==> src/rtl/dmem_store_buffer.sv <==
// Posted-write store buffer between the core's memory stage and the data memory.
// Stores retire into a small FIFO in one cycle and drain whenever the memory port
// is not needed by a load. Loads always own the port and are forwarded from the
// youngest buffered store to the same word address.
//
// Ports:
//   clk, reset            clock and asynchronous active-high reset
//   cpu_addr, cpu_wdata   word address / store data from the core
//   cpu_memread/memwrite  load / store request this cycle
//   cpu_rdata             load data (forwarded or from memory), combinational
//   stall                 core must hold the current store
//   empty                 no pending stores
//   mem_*                 data memory port (addr, wdata, read, write, rdata)
//   stall_cycles          saturating count of stalled cycles
module dmem_store_buffer #(
    parameter int unsigned DEPTH = 4,
    parameter int unsigned AW    = 7,
    parameter int unsigned DW    = 32
) (
    input  logic          clk,
    input  logic          reset,
    input  logic [AW-1:0] cpu_addr,
    input  logic [DW-1:0] cpu_wdata,
    input  logic          cpu_memread,
    input  logic          cpu_memwrite,
    output logic [DW-1:0] cpu_rdata,
    output logic          stall,
    output logic          empty,
    output logic [AW-1:0] mem_addr,
    output logic [DW-1:0] mem_wdata,
    output logic          mem_read,
    output logic          mem_write,
    input  logic [DW-1:0] mem_rdata,
    output logic [15:0]   stall_cycles
);

    localparam int unsigned PW = $clog2(DEPTH);
    localparam logic [PW:0] FullCount = (PW+1)'(DEPTH);

    logic [DEPTH-1:0] valid_q;
    logic [AW-1:0]    addr_q [DEPTH];
    logic [DW-1:0]    data_q [DEPTH];
    logic [PW-1:0]    head_q, tail_q;
    logic [PW:0]      count_q;
    logic [15:0]      stall_cnt_q;

    logic full, pop, push;
    logic [PW-1:0] fwd_idx;

    assign full  = (count_q == FullCount);
    assign empty = (count_q == '0);

    // A load owns the port; otherwise the head drains whenever something is pending.
    assign pop   = ~cpu_memread & ~empty;
    // A same-cycle pop frees a slot, so only a non-draining full buffer stalls.
    assign stall = cpu_memwrite & full & ~pop;
    assign push  = cpu_memwrite & ~stall;

    assign mem_read     = cpu_memread;
    assign mem_write    = pop;
    assign mem_addr     = cpu_memread ? cpu_addr : addr_q[head_q];
    assign mem_wdata    = data_q[head_q];
    assign stall_cycles = stall_cnt_q;

    // Walk oldest to youngest so the youngest match is the one that sticks.
    always_comb begin
        cpu_rdata = mem_rdata;
        fwd_idx   = '0;
        for (int i = 0; i < DEPTH; i++) begin
            fwd_idx = head_q + PW'(i);
            if (((PW+1)'(i) < count_q) && valid_q[fwd_idx] && (addr_q[fwd_idx] == cpu_addr)) begin
                cpu_rdata = data_q[fwd_idx];
            end
        end
    end

    always_ff @(posedge clk or posedge reset) begin
        if (reset) begin
            valid_q     <= '0;
            head_q      <= '0;
            tail_q      <= '0;
            count_q     <= '0;
            stall_cnt_q <= '0;
            for (int i = 0; i < DEPTH; i++) begin
                addr_q[i] <= '0;
                data_q[i] <= '0;
            end
        end else begin
            // Clear before set: with push and pop on a full buffer, head == tail.
            if (pop) begin
                valid_q[head_q] <= 1'b0;
                head_q          <= head_q + 1'b1;
            end
            if (push) begin
                valid_q[tail_q] <= 1'b1;
                addr_q[tail_q]  <= cpu_addr;
                data_q[tail_q]  <= cpu_wdata;
                tail_q          <= tail_q + 1'b1;
            end
            if (push && !pop) begin
                count_q <= count_q + 1'b1;
            end else if (pop && !push) begin
                count_q <= count_q - 1'b1;
            end
            if (stall && (stall_cnt_q != 16'hFFFF)) begin
                stall_cnt_q <= stall_cnt_q + 16'd1;
            end
        end
    end

endmodule

==> config.mk <==
export PLATFORM = sky130hd
export DESIGN_NAME = dmem_store_buffer
export DESIGN_NICKNAME = d
export VERILOG_FILES = /design/src/rtl/dmem_store_buffer.sv
export SDC_FILE = /design/constraint.sdc
export NUM_CORES = 1
export LEC_CHECK = 0
export CORE_MARGIN = 4
export CORE_UTILIZATION = 50
export CTS_BUF_LIST = sky130_fd_sc_hd__clkbuf_4 sky130_fd_sc_hd__clkbuf_8
export CTS_CLUSTER_SIZE = 12
export DETAILED_ROUTE_END_ITERATION = 12
export GPL_TIMING_DRIVEN = 0
export PLACE_DENSITY = 0.74
export SLEW_MARGIN = 20
export SYNTH_ARGS = -nofsm -noshare
export SYNTH_HDL_FRONTEND = slang
export SYNTH_SLANG_ARGS = --single-unit
==> constraint.sdc <==
create_clock -name clk -period 6.4 [get_ports clk]
set_input_delay 1.28 -clock clk [delete_from_list [all_inputs] [get_ports clk]]
set_output_delay 1.28 -clock clk [all_outputs]
set_load 0.02 [all_outputs]
==> results.md, run 1 <==
- Status: complete, no violations
- #FFs+latches synth: 183
- YS warnings: 0
- Share of cells above drive strength 1: 0.3981
- Post-synth EDFFs: 0
- Cell repeated most along the worst path: buf_6
- Clk_skew: between 0.01 and 0.015 ns
- Syn avg cell area: 13.70 um^2
- Worst R2R Setup Slack: 3.14 ns
- Antenna cells: 0
- Sink count of the clock tree: about 180
- Final Critical Period: between 6 and 7 ns
- Worst R2R Path Depth: 12
- GRT busiest layer: met2
- Worst Tran Pin Value: 0.8827 ns
- H-tree depth: 4
- Top cells by area, synth: dfrtp_1 (34%), mux4_2 (27%), mux2_2 (14%)
- DP Area: ~16,000 um^2
- Most common cell after layout, fill and taps aside: dfrtp_1
- DRC errors left: 0
- Setup WS pre-CTS: -1.349 ns
- Worst path cell trace: buf_6 -> buf_12 -> buf_16 -> buf_8 -> inv_1 -> ha_1 -> buf_6 -> buf_6 -> mux4_2 -> xor2_1 -> nor4_4 -> and2_1 -> buf_4 -> a21oi_2 -> buf_2 -> a21oi_1 -> dlygate4sd2_1
- Initial Util: 0.5121
- Placed cells: around 1,500
- CTS tree: yes
- RR Startpoint: head_q[0]
- Leak pwr: about 6.3 nW
- First-pass GRT wire length: approximately 61,000 um
- Worst path max stage delay: approximately 0.42 ns
- Hold bufs inserted after CTS: 0
- Inserted Clock Buffers: 17
- Core Box Area: approximately 26,000 um^2
- Primary FF master, synth: dfrtp_1
- Type of the worst min-delay path: flop to flop
- Seq/Total Area, Yosys: 0.3403
- Die span in y: between 150 and 200 um
- WP data arrival: around 4.9 ns
- Setup-failing EPs final: 0
- Clock transition at path regs: 0.10 ns
- Final Max Slew Viols: 0
- Core Rows: 59
- Non-Filler Instances: between 1,500 and 2,000
- Crit path max-delay cell type: dfrtp_1
- Via count: ~10,000
- Final net count: between 1,000 and 1,500
- Endpoint, Worst Hold: stall_cycles[11]
- Worst-Skew Late Latency: around 0.48 ns
- Final Core Density: 0.6151
- Max-cap violation count: 0
- Pre-antenna DRT Iters: 6
- Leading area contributor after synthesis: dfrtp_1
- Clk buf depth: 2
- I/O pin count: 166
- Delay-heaviest family, CP: buffers and inverters
- Antenna-violating nets left: 0
- Final HPWL DP: 26,960 um
- Distinct cells, synth: 44
- Vias in the first global route: 10,420
- Hold Violations, Final: 0
- Launch point of the worst hold path: stall_cycles[11]
- Synth-to-Final Area Change: 20.11%
- CP Capture Type: output port
- CP startpoint: head_q[0]
- Final WL: a little under 40,000 um
- RSZ-0062 raised after global routing: no
- Fillcell total: 2,040
- Worst slew margin: 0.4115
- Port bufs: 157
- M1 GR Usage: 0.3824
- Placer Congestion: around 0.86
- GR Util met2: 0.4153
- Vias per cell: 6.692
- Fin area: between 15,000 and 20,000 um^2
- Die width: 172.1 um
- Share of flip-flops with an asynchronous set or reset: 1.000
- Initial antenna violation count: 0
- Met3 Use GR: 0.06219
- GRT Util Overall: 0.2698
- Multi-input gate area: 8292 um^2
- Register area: 4579 um^2
- Most frequent cells in the layout: dfrtp_1 (183), mux2_2 (163), mux4_2 (160)
- Pwr per Cell Area: 597.3 nW/um^2
- Iter 0 DRT Violations: around 1,300
- Routed len/inst: roughly 26 um
- Largest net degree at the start of global routing: 84
- Setup WS post-layout: between 0.2 and 0.25 ns
- Synth Net Count: between 1,000 and 1,500
- Worst hold path depth: 1
- Die area: 29,600 um^2
- Worst EP required: ~5.1 ns
- Post-synth top area share: 0.3403
- Cell area after synthesis: 13,460 um^2
- CP Class: flop to output port
- Startpoint Class: flop
- Max VDD drop: 0.0002954 V
- CP max FO: 28
- Root Buffer: clkbuf_8
- Final Cycle Share: 0.9628
- R2R Path End: head_q[1]
- Max Clk Rate: 162.3 MHz
- GR Overflow Total: 0
- Synth Instances: 982
- Buf+Inv Stages, Crit Path: 10
==> registers in the layout, indices dropped and copies added, names as in the netlist <==
name          cells
data_q          128
addr_q           28
stall_cycles     16
valid_q           4
count_q           3
head_q            2
tail_q            2
==> layer usage <==
| layer | up-vias | wire length [um] |
|---|---|---|
| li1 | 4245 | - |
| met1 | 5233 | 16100 |
| met2 | 546 | 18550 |
| met3 | 68 | 3414 |
| met4 | 0 | 998 |
| met5 | - | 0 |
==> worst max path at each step <==
stage                               end  slack, ns  depth (start not counted)
after floorplan               addr_q[0]       0.15                          1
after global placement       data_q[50]      -2.31                          2
after detailed placement   cpu_rdata[1]      -1.35                         17
after CTS                  cpu_rdata[4]      0.002                         18
after global routing       cpu_rdata[1]       0.02                         18
final                     cpu_rdata[30]       0.24                         17
==> per-stage QoR <==
step	total power, mW	setup TNS (ns)	hold WS (ns)
after global placement	8.404	-454.60	0.4778
after detailed placement	8.558	-38.04	0.4932
after floorplan	6.736	0	0.4870
after CTS	9.622	0	0.5170
final	9.655	0	0.5119
after global routing	10.15	0	0.5399
==> area by class of cell <==
type / count / area share
buffer: 96 / 0.03592
clock buffer: 17 / 0.01447
clock inverter: 14 / 0.01649
inverter: 15 / 0.003948
multi-input combinational: 684 / 0.5130
sequential: 183 / 0.2833
tap: 335 / 0.02593
timing repair buffer: 164 / 0.1070
==> power breakdown <==
part / total (mW) / switching (mW) / internal, mW
combinational: 6.29 / 2.88 / 3.40
sequential: 2.37 / 0.662 / 1.71
clock: 0.997 / 0.450 / 0.546
==> what timing repair did <==
item / 4_1_cts / 5_1_grt
setup endpoints to repair: 32 / 32
buffers inserted: 5 / 0
pin swaps: 4 / 0
hold endpoints to repair: 0 / 0
gates resized for setup: 21 / 49
==> Yosys cell counts (3+ instances only) <==
master	count
a21oi_1	24
a21oi_2	9
and2_1	3
and4_1	3
buf_1	5
buf_2	34
buf_4	4
buf_6	10
clkbuf_1	44
dfrtp_1	183
ha_1	14
inv_1	15
mux2_2	163
mux4_2	160
nand2_1	31
nand3_1	4
nand3b_1	64
nand4_1	6
nor2_1	3
nor3_1	8
nor3b_1	26
nor4_4	4
o21a_1	32
o21ai_0	3
o31ai_1	45
o31ai_2	19
xnor2_1	20
xnor2_2	3
xor2_1	25
==> cell families after synthesis <==
group | share of synthesized area
mux | 0.4049
xor+xnor | 0.03291
flops | 0.3403
compound gates | 0.08023
simple gates | 0.08349
buf+inv | 0.04518
fa+ha+maj | 0.01302
(Power assumes the default switching activity.)
==> run 2, diff against run 1 <==
--- a/config.mk
+++ b/config.mk
@@ -5,11 +5,13 @@
 export SDC_FILE = /design/constraint.sdc
 export NUM_CORES = 1
 export LEC_CHECK = 0
+export CORE_ASPECT_RATIO = 0.8
 export CORE_MARGIN = 4
 export CORE_UTILIZATION = 50
 export CTS_BUF_LIST = sky130_fd_sc_hd__clkbuf_4 sky130_fd_sc_hd__clkbuf_8
 export CTS_CLUSTER_SIZE = 12
 export DETAILED_ROUTE_END_ITERATION = 12
+export GPL_ROUTABILITY_DRIVEN = 0
 export GPL_TIMING_DRIVEN = 0
 export PLACE_DENSITY = 0.74
 export SLEW_MARGIN = 20
==> run 2 against run 1 <==
Register-to-register slack better by 0.05 ns. Highest routed layer unchanged. Critical path depth is 1 higher. Global-route usage is 0.74 points lower. Routed wire length is 0.49% lower. Total power is 2.4% lower. Cell count is 1.6% higher.
==> results.md, run 2 (synthesized netlist as in run 1, its figures left out) <==
- Status: complete, no violations
- R2R Path End: head_q[1]
- Most common cell after layout, fill and taps aside: dfrtp_1
- Type of the worst min-delay path: flop to flop
- Synth-to-Final Area Change: 19.17%
- H-tree depth: 4 (unchanged)
- Worst Tran Pin Value: 0.8516 ns (-0.03113 ns)
- Port bufs: 157 (unchanged)
- Sink count of the clock tree: 183 (unchanged)
- Clock transition at path regs: 0.10 ns (about the same)
- Inserted Clock Buffers: 17 (unchanged)
- Launch point of the worst hold path: stall_cycles[11]
- RR Startpoint: head_q[0]
- CP Capture Type: output port
- Via count: 10,050 (-0.38%)
- Iter 0 DRT Violations: 889 (-29%)
- Cell repeated most along the worst path: buf_6
- Combinational power share: 0.665 (+0.014)
- Antenna-violating nets left: 0 (unchanged)
- Largest net degree at the start of global routing: 97 (+15%)
- Core Rows: 53 (-10%)
- Clock share of power: 0.082 (-0.021)
- Die span in y: 154.7 um (-10%)
- CP max FO: 28 (unchanged)
- Final HPWL DP: 27,530 um (+2.1%)
- Endpoint, Worst Hold: stall_cycles[11]
- GR Overflow Total: 0 (unchanged)
- First-pass GRT wire length: 59,620 um (-1.5%)
- Worst slew margin: 0.4323 (+0.02075)
- Final Core Density: 0.6077 (-0.007412)
- Final Max Slew Viols: 0 (unchanged)
- Vias per cell: 6.563 (-1.9%)
- Core Box Area: 26,390 um^2 (+0.43%)
- Pwr per Cell Area: 587.4 nW/um^2 (-1.7%)
- Final Critical Period: 6.187 ns (+0.02511 ns)
- Vias in the first global route: 9,835 (-5.6%)
- Crit path max-delay cell type: clkdlybuf4s50_1
- Setup TNS: 0 ns (unchanged)
- Worst-Skew Late Latency: 0.48 ns (about the same)
- Max Clk Rate: 161.6 MHz (-0.41%)
- Max VDD drop: 0.0003545 V (+20%)
- DRC errors left: 0 (unchanged)
- Delay-heaviest family, CP: buffers and inverters
- Int Power: 5.432 mW (-4.0%)
- RSZ-0062 raised after global routing: no
- Root Buffer: clkbuf_8
- Startpoint Class: flop
- Die area: 29,620 um^2 (about the same)
- Initial antenna violation count: 1 (+1)
- Setup-failing EPs final: 0 (unchanged)
- Psw: 3.988 mW (-0.23%)
- Most frequent cells in the layout: dfrtp_1 (183), mux2_2 (163), mux4_2 (160)
- Die width: 191.4 um (+11%)
- Pre-antenna DRT Iters: 5 (-1)
- CP Class: flop to output port
- Clk_skew: 0.01341 ns (-0.001440 ns)
- GRT Util Overall: 0.2624 (-0.007419)
- Fillcell total: 2,159 (+5.8%)
- Largest Register: data_q
- Worst path cell trace: buf_6 -> buf_12 -> buf_16 -> buf_8 -> inv_1 -> ha_1 -> buf_6 -> buf_6 -> mux4_2 -> xor2_1 -> nor4_4 -> buf_4 -> and2_1 -> buf_6 -> buf_8 -> o31ai_2 -> a21oi_2 -> clkdlybuf4s50_1
- Share of cells above drive strength 1: 0.3978 (about the same)
- Worst EP required: 5.12 ns (about the same)
- Worst hold path depth: 1 (unchanged)
- Worst R2R Setup Slack: 3.19 ns (+0.05 ns)
- WP data arrival: 4.91 ns (+0.03 ns)
- Max FFs per register: 128 (unchanged)
- Buf+Inv Stages, Crit Path: 11 (+1)
- Total Power: 9.420 mW (-2.4%)
- Final WL: 38,870 um (-0.49%)
- Seq pwr share: 0.253 (+0.007)
- Worst path max stage delay: 0.61 ns (+0.19 ns)
- CTS tree: yes
- I/O pin count: 166 (unchanged)
- Hold Violations, Final: 0 (unchanged)
- Routed len/inst: 25.37 um (-2.1%)
- Switching share of total power: 0.4233 (+0.009369)
- Initial Util: 0.5099 (-0.002185)
- Leak pwr: 6.196 nW (-1.5%)
- Worst R2R Path Depth: 12 (unchanged)
- Final net count: 1,250 (unchanged)
- Final Cycle Share: 0.9668 (+0.003923)
- Max-cap violation count: 0 (unchanged)
- Clk buf depth: 2 (unchanged)
-- run 2: changes by cell type in the layout (fill, tap and decap cells not counted), moves of 2 or more --
cell,delta
clkinv_2,+2
clkbuf_2,-4
clkbuf_4,+4
bufinv_16,-6
dlygate4sd2_1,+2
clkbuf_1,+2
dlymetal6s2s_1,-3
-- run 2: routing by layer --
metal  GRT usage  vias to the layer above  wire length [um]
met5           0                        -                 0
met4     0.06325                        0               593
met3     0.07107                       57              3619
met2      0.3924                      523             17920
met1      0.3861                     5222             16740
li1            -                     4252                 -
-- run 2: per-stage QoR --
step | instance area (um^2) | instances | hold WS, ns | setup WS, ns
2_1_floorplan | 13460 | 982 | 0.4870 | 0.1480
3_3_place_gp | 15480 | 1496 | 0.4917 | -2.405
3_5_place_dp | 15510 | 1497 | 0.4828 | -1.179
4_1_cts | 15950 | 1532 | 0.4972 | 0.01641
5_1_grt | 16040 | 1532 | 0.5317 | 0.0008065
6_report | 16040 | 1532 | 0.5004 | 0.2127
-- run 2: power groups by stage --
stage                     Clock, mW  Sequential [mW]  Combinational (mW)
final                         0.769             2.39                6.27
after global routing          0.830             2.47                6.60
after detailed placement          0             2.38                6.17
after global placement            0             2.31                6.10
after CTS                     0.785             2.35                6.25
after floorplan                   0             2.15                4.58
-- run 2: worst max path at each step --
stage               from       endpoint  slack [ns]  cells past startpoint
2_1_floorplan      reset      addr_q[0]        0.15                      1
3_3_place_gp       reset     data_q[55]       -2.41                      2
3_5_place_dp   head_q[1]  cpu_rdata[11]       -1.18                     17
4_1_cts        head_q[0]  cpu_rdata[11]        0.02                     16
5_1_grt        head_q[0]  cpu_rdata[28]      0.0008                     18
6_report       head_q[0]  cpu_rdata[28]        0.21                     18
-- run 2: final cells by class --
class	count	area, um^2	share of cell area
Antenna cell	1	2.502	0.0001560
Buffer	96	580.6	0.03620
Clock buffer	19	249.0	0.01553
Clock inverter	13	121.4	0.007567
Inverter	15	63.81	0.003979
Multi-Input combinational cell	684	8295	0.5172
Sequential cell	183	4579	0.2855
Tap cell	357	446.7	0.02785
Timing Repair Buffer	164	1699	0.1059
-- run 2: repair_timing --
item                                    in CTS  in global routing
cloned                                       0                  0
resized for setup                           21                 45
endpoints found under the setup margin      32                 29
pin swaps                                    4                  0
setup buffers                                6                  0
hold buffers                                 0                  0
==> run 3, diff against run 2 <==
==> constraint.sdc (replaced) <==
create_clock -name clk -period 5.66 [get_ports clk]
set_input_delay 1.132 -clock clk [delete_from_list [all_inputs] [get_ports clk]]
set_output_delay 1.132 -clock clk [all_outputs]
set_load 0.02 [all_outputs]
==> run 3 against run 2 <==
Via count grew 1.1%. Largest power group unchanged. Clock-buffer cell count is 2 lower. Utilization grew 0.57 points. Routed wire length increased by 2.5%. Flip-flop and latch count unchanged.
==> results.md, run 3 (synthesized netlist as in run 1, its figures left out) <==
- Status: complete, no violations
- Worst EP required: 4.53 ns (-0.59 ns)
- Combinational power share: 0.665 (about the same)
- Core Box Area: 26,390 um^2 (unchanged)
- Final Critical Period: 5.555 ns
- Worst path max stage delay: 0.52 ns (-0.09 ns)
- Setup TNS: 0 ns (unchanged)
- Fin area: 16,190 um^2 (+0.94%)
- Final HPWL DP: 28,110 um (+2.1%)
- GR Overflow Total: 0 (unchanged)
- Root Buffer: clkbuf_8
- Crit path max-delay cell type: mux4_2
- CP max FO: 14 (-50%)
- Type of the worst min-delay path: flop to flop
- Port bufs: 157 (unchanged)
- Switching share of total power: 0.4202 (-0.003164)
- Clk_skew: 0.01431 ns (+0.0008968 ns)
- Buf+Inv Stages, Crit Path: 11 (unchanged)
- GRT Util Overall: 0.2731 (+0.01065)
- Worst path cell trace: buf_6 -> buf_12 -> buf_16 -> buf_12 -> inv_1 -> ha_4 -> buf_12 -> buf_8 -> mux4_2 -> xor2_1 -> nor4_4 -> buf_4 -> and2_1 -> buf_6 -> buf_6 -> o31ai_1 -> a21oi_1 -> buf_2
- Int Power: 6.317 mW (+16%)
- Max FFs per register: 128 (unchanged)
- Vias in the first global route: 10,160 (+3.3%)
- Final net count: 1,261 (+0.88%)
- Worst-Skew Late Latency: 0.49 ns (about the same)
- Share of cells above drive strength 1: 0.4426 (+0.04478)
- Core Rows: 53 (unchanged)
- Seq pwr share: 0.248 (-0.005)
- Die area: 29,620 um^2 (unchanged)
- Worst Tran Pin Value: 0.8343 ns (-0.01726 ns)
- Synth-to-Final Area Change: 20.29%
- Final WL: 39,850 um (+2.5%)
- Worst R2R Setup Slack: 2.63 ns (-0.56 ns)
- Total Power: 10.89 mW (+16%)
- Clock share of power: 0.087 (+0.005)
- Largest Register: data_q
- Via count: 10,170 (+1.1%)
- Leak pwr: 6.125 nW (-1.2%)
- Vias per cell: 6.599 (+0.55%)
- Clock transition at path regs: 0.10 ns (about the same)
- Largest net degree at the start of global routing: 34 (-65%)
- Hold bufs inserted after CTS: 0 (unchanged)
- Delay-heaviest family, CP: buffers and inverters
- H-tree depth: 4 (unchanged)
- Max VDD drop: 0.0003284 V (-7.4%)
- I/O pin count: 166 (unchanged)
- Initial antenna violation count: 0 (-1)
- Initial Util: 0.5099 (unchanged)
- Final Cycle Share: 0.9815
- Most common cell after layout, fill and taps aside: dfrtp_1
- Setup-failing EPs final: 0 (unchanged)
- Hold Violations, Final: 0 (unchanged)
- Die span in y: 154.7 um (unchanged)
- Antenna-violating nets left: 0 (unchanged)
- Max Clk Rate: between 150 and 200 MHz
- Pre-antenna DRT Iters: 5 (unchanged)
- Pwr per Cell Area: 673.0 nW/um^2 (+15%)
- Clk buf depth: 2 (unchanged)
- Inserted Clock Buffers: 17 (unchanged)
- First-pass GRT wire length: 61,950 um (+3.9%)
- Worst slew margin: 0.4438 (+0.01150)
- Fillcell total: 2,081 (-3.6%)
- Final Max Slew Viols: 0 (unchanged)
- Psw: 4.578 mW (+15%)
- Iter 0 DRT Violations: 888 (-0.11%)
- CTS tree: yes
- CP Capture Type: output port
- Die width: 191.4 um (unchanged)
- Routed len/inst: 25.86 um (+1.9%)
- Max-cap violation count: 0 (unchanged)
- Most frequent cells in the layout: dfrtp_1 (183), mux2_2 (163), mux4_2 (160)
- Startpoint Class: flop
- Antenna cells: 0 (-1)
- Sink count of the clock tree: 183 (unchanged)
- Final Core Density: 0.6134 (+0.005689)
- WP data arrival: 4.42 ns (-0.49 ns)
- CP Class: flop to output port
- DRC errors left: 0 (unchanged)
- DP Area: 15,610 um^2 (+0.62%)
[run 3: worst paths after layout]
| path | startpoint | end | depth (start not counted) |
|---|---|---|---|
| setup / recovery | head_q[0] | cpu_rdata[6] | 18 |
| hold / removal | stall_cycles[11] | stall_cycles[11] | 1 |
| setup reg to reg | head_q[0] | head_q[1] | 12 |
| hold reg to reg | stall_cycles[11] | stall_cycles[11] | 1 |
| max in group asynchronous | reset | data_q[87] | 6 |
| min in group asynchronous | reset | stall_cycles[6] | 2 |
[run 3: repair_timing]
item | in CTS | in global routing
buffers inserted | 8 | 2
setup endpoints to repair | 32 | 32
pin swaps | 10 | 2
cloned | 1 | 0
gates resized for setup | 138 | 46
[run 3: cell type report]
class / count / area (um^2) / area share
plain buffers: 97 / 669.4 / 0.04135
clock buffers: 17 / 234.0 / 0.01445
clock inverters: 14 / 173.9 / 0.01074
inverters: 15 / 60.06 / 0.003710
multi-input cells: 684 / 8362 / 0.5165
flip-flops and latches: 183 / 4579 / 0.2829
well taps: 357 / 446.7 / 0.02759
repair buffers: 174 / 1663 / 0.1027
[run 3: layer usage]
metal | GRT usage | part of all wire | wire length (um) | up-vias
li1 | - | - | - | 4274
met1 | 0.4090 | 0.42 | 16810 | 5249
met2 | 0.3985 | 0.45 | 18050 | 579
met3 | 0.07175 | 0.10 | 4085 | 67
met4 | 0.07419 | 0.023 | 898 | 0
met5 | 0 | 0 | 0 | -
[run 3: metrics by stage]
step | hold slack, ns | setup WS, ns | std cells
floorplan | 0.4870 | 0.2644 | 982
global placement | 0.4927 | -1.815 | 1496
detailed placement | 0.4899 | -1.795 | 1502
CTS | 0.5092 | 0.02147 | 1539
global route | 0.5310 | -0.01906 | 1541
finish | 0.5031 | 0.1049 | 1541
[run 3: power by group through the flow]
stage | sequential [mW] | combinational, mW | clock [mW]
2_1_floorplan | 2.44 | 5.18 | 0
3_3_place_gp | 2.61 | 6.89 | 0
3_5_place_dp | 2.68 | 6.99 | 0
4_1_cts | 2.66 | 7.19 | 0.970
5_1_grt | 2.79 | 7.66 | 1.02
6_report | 2.70 | 7.25 | 0.952
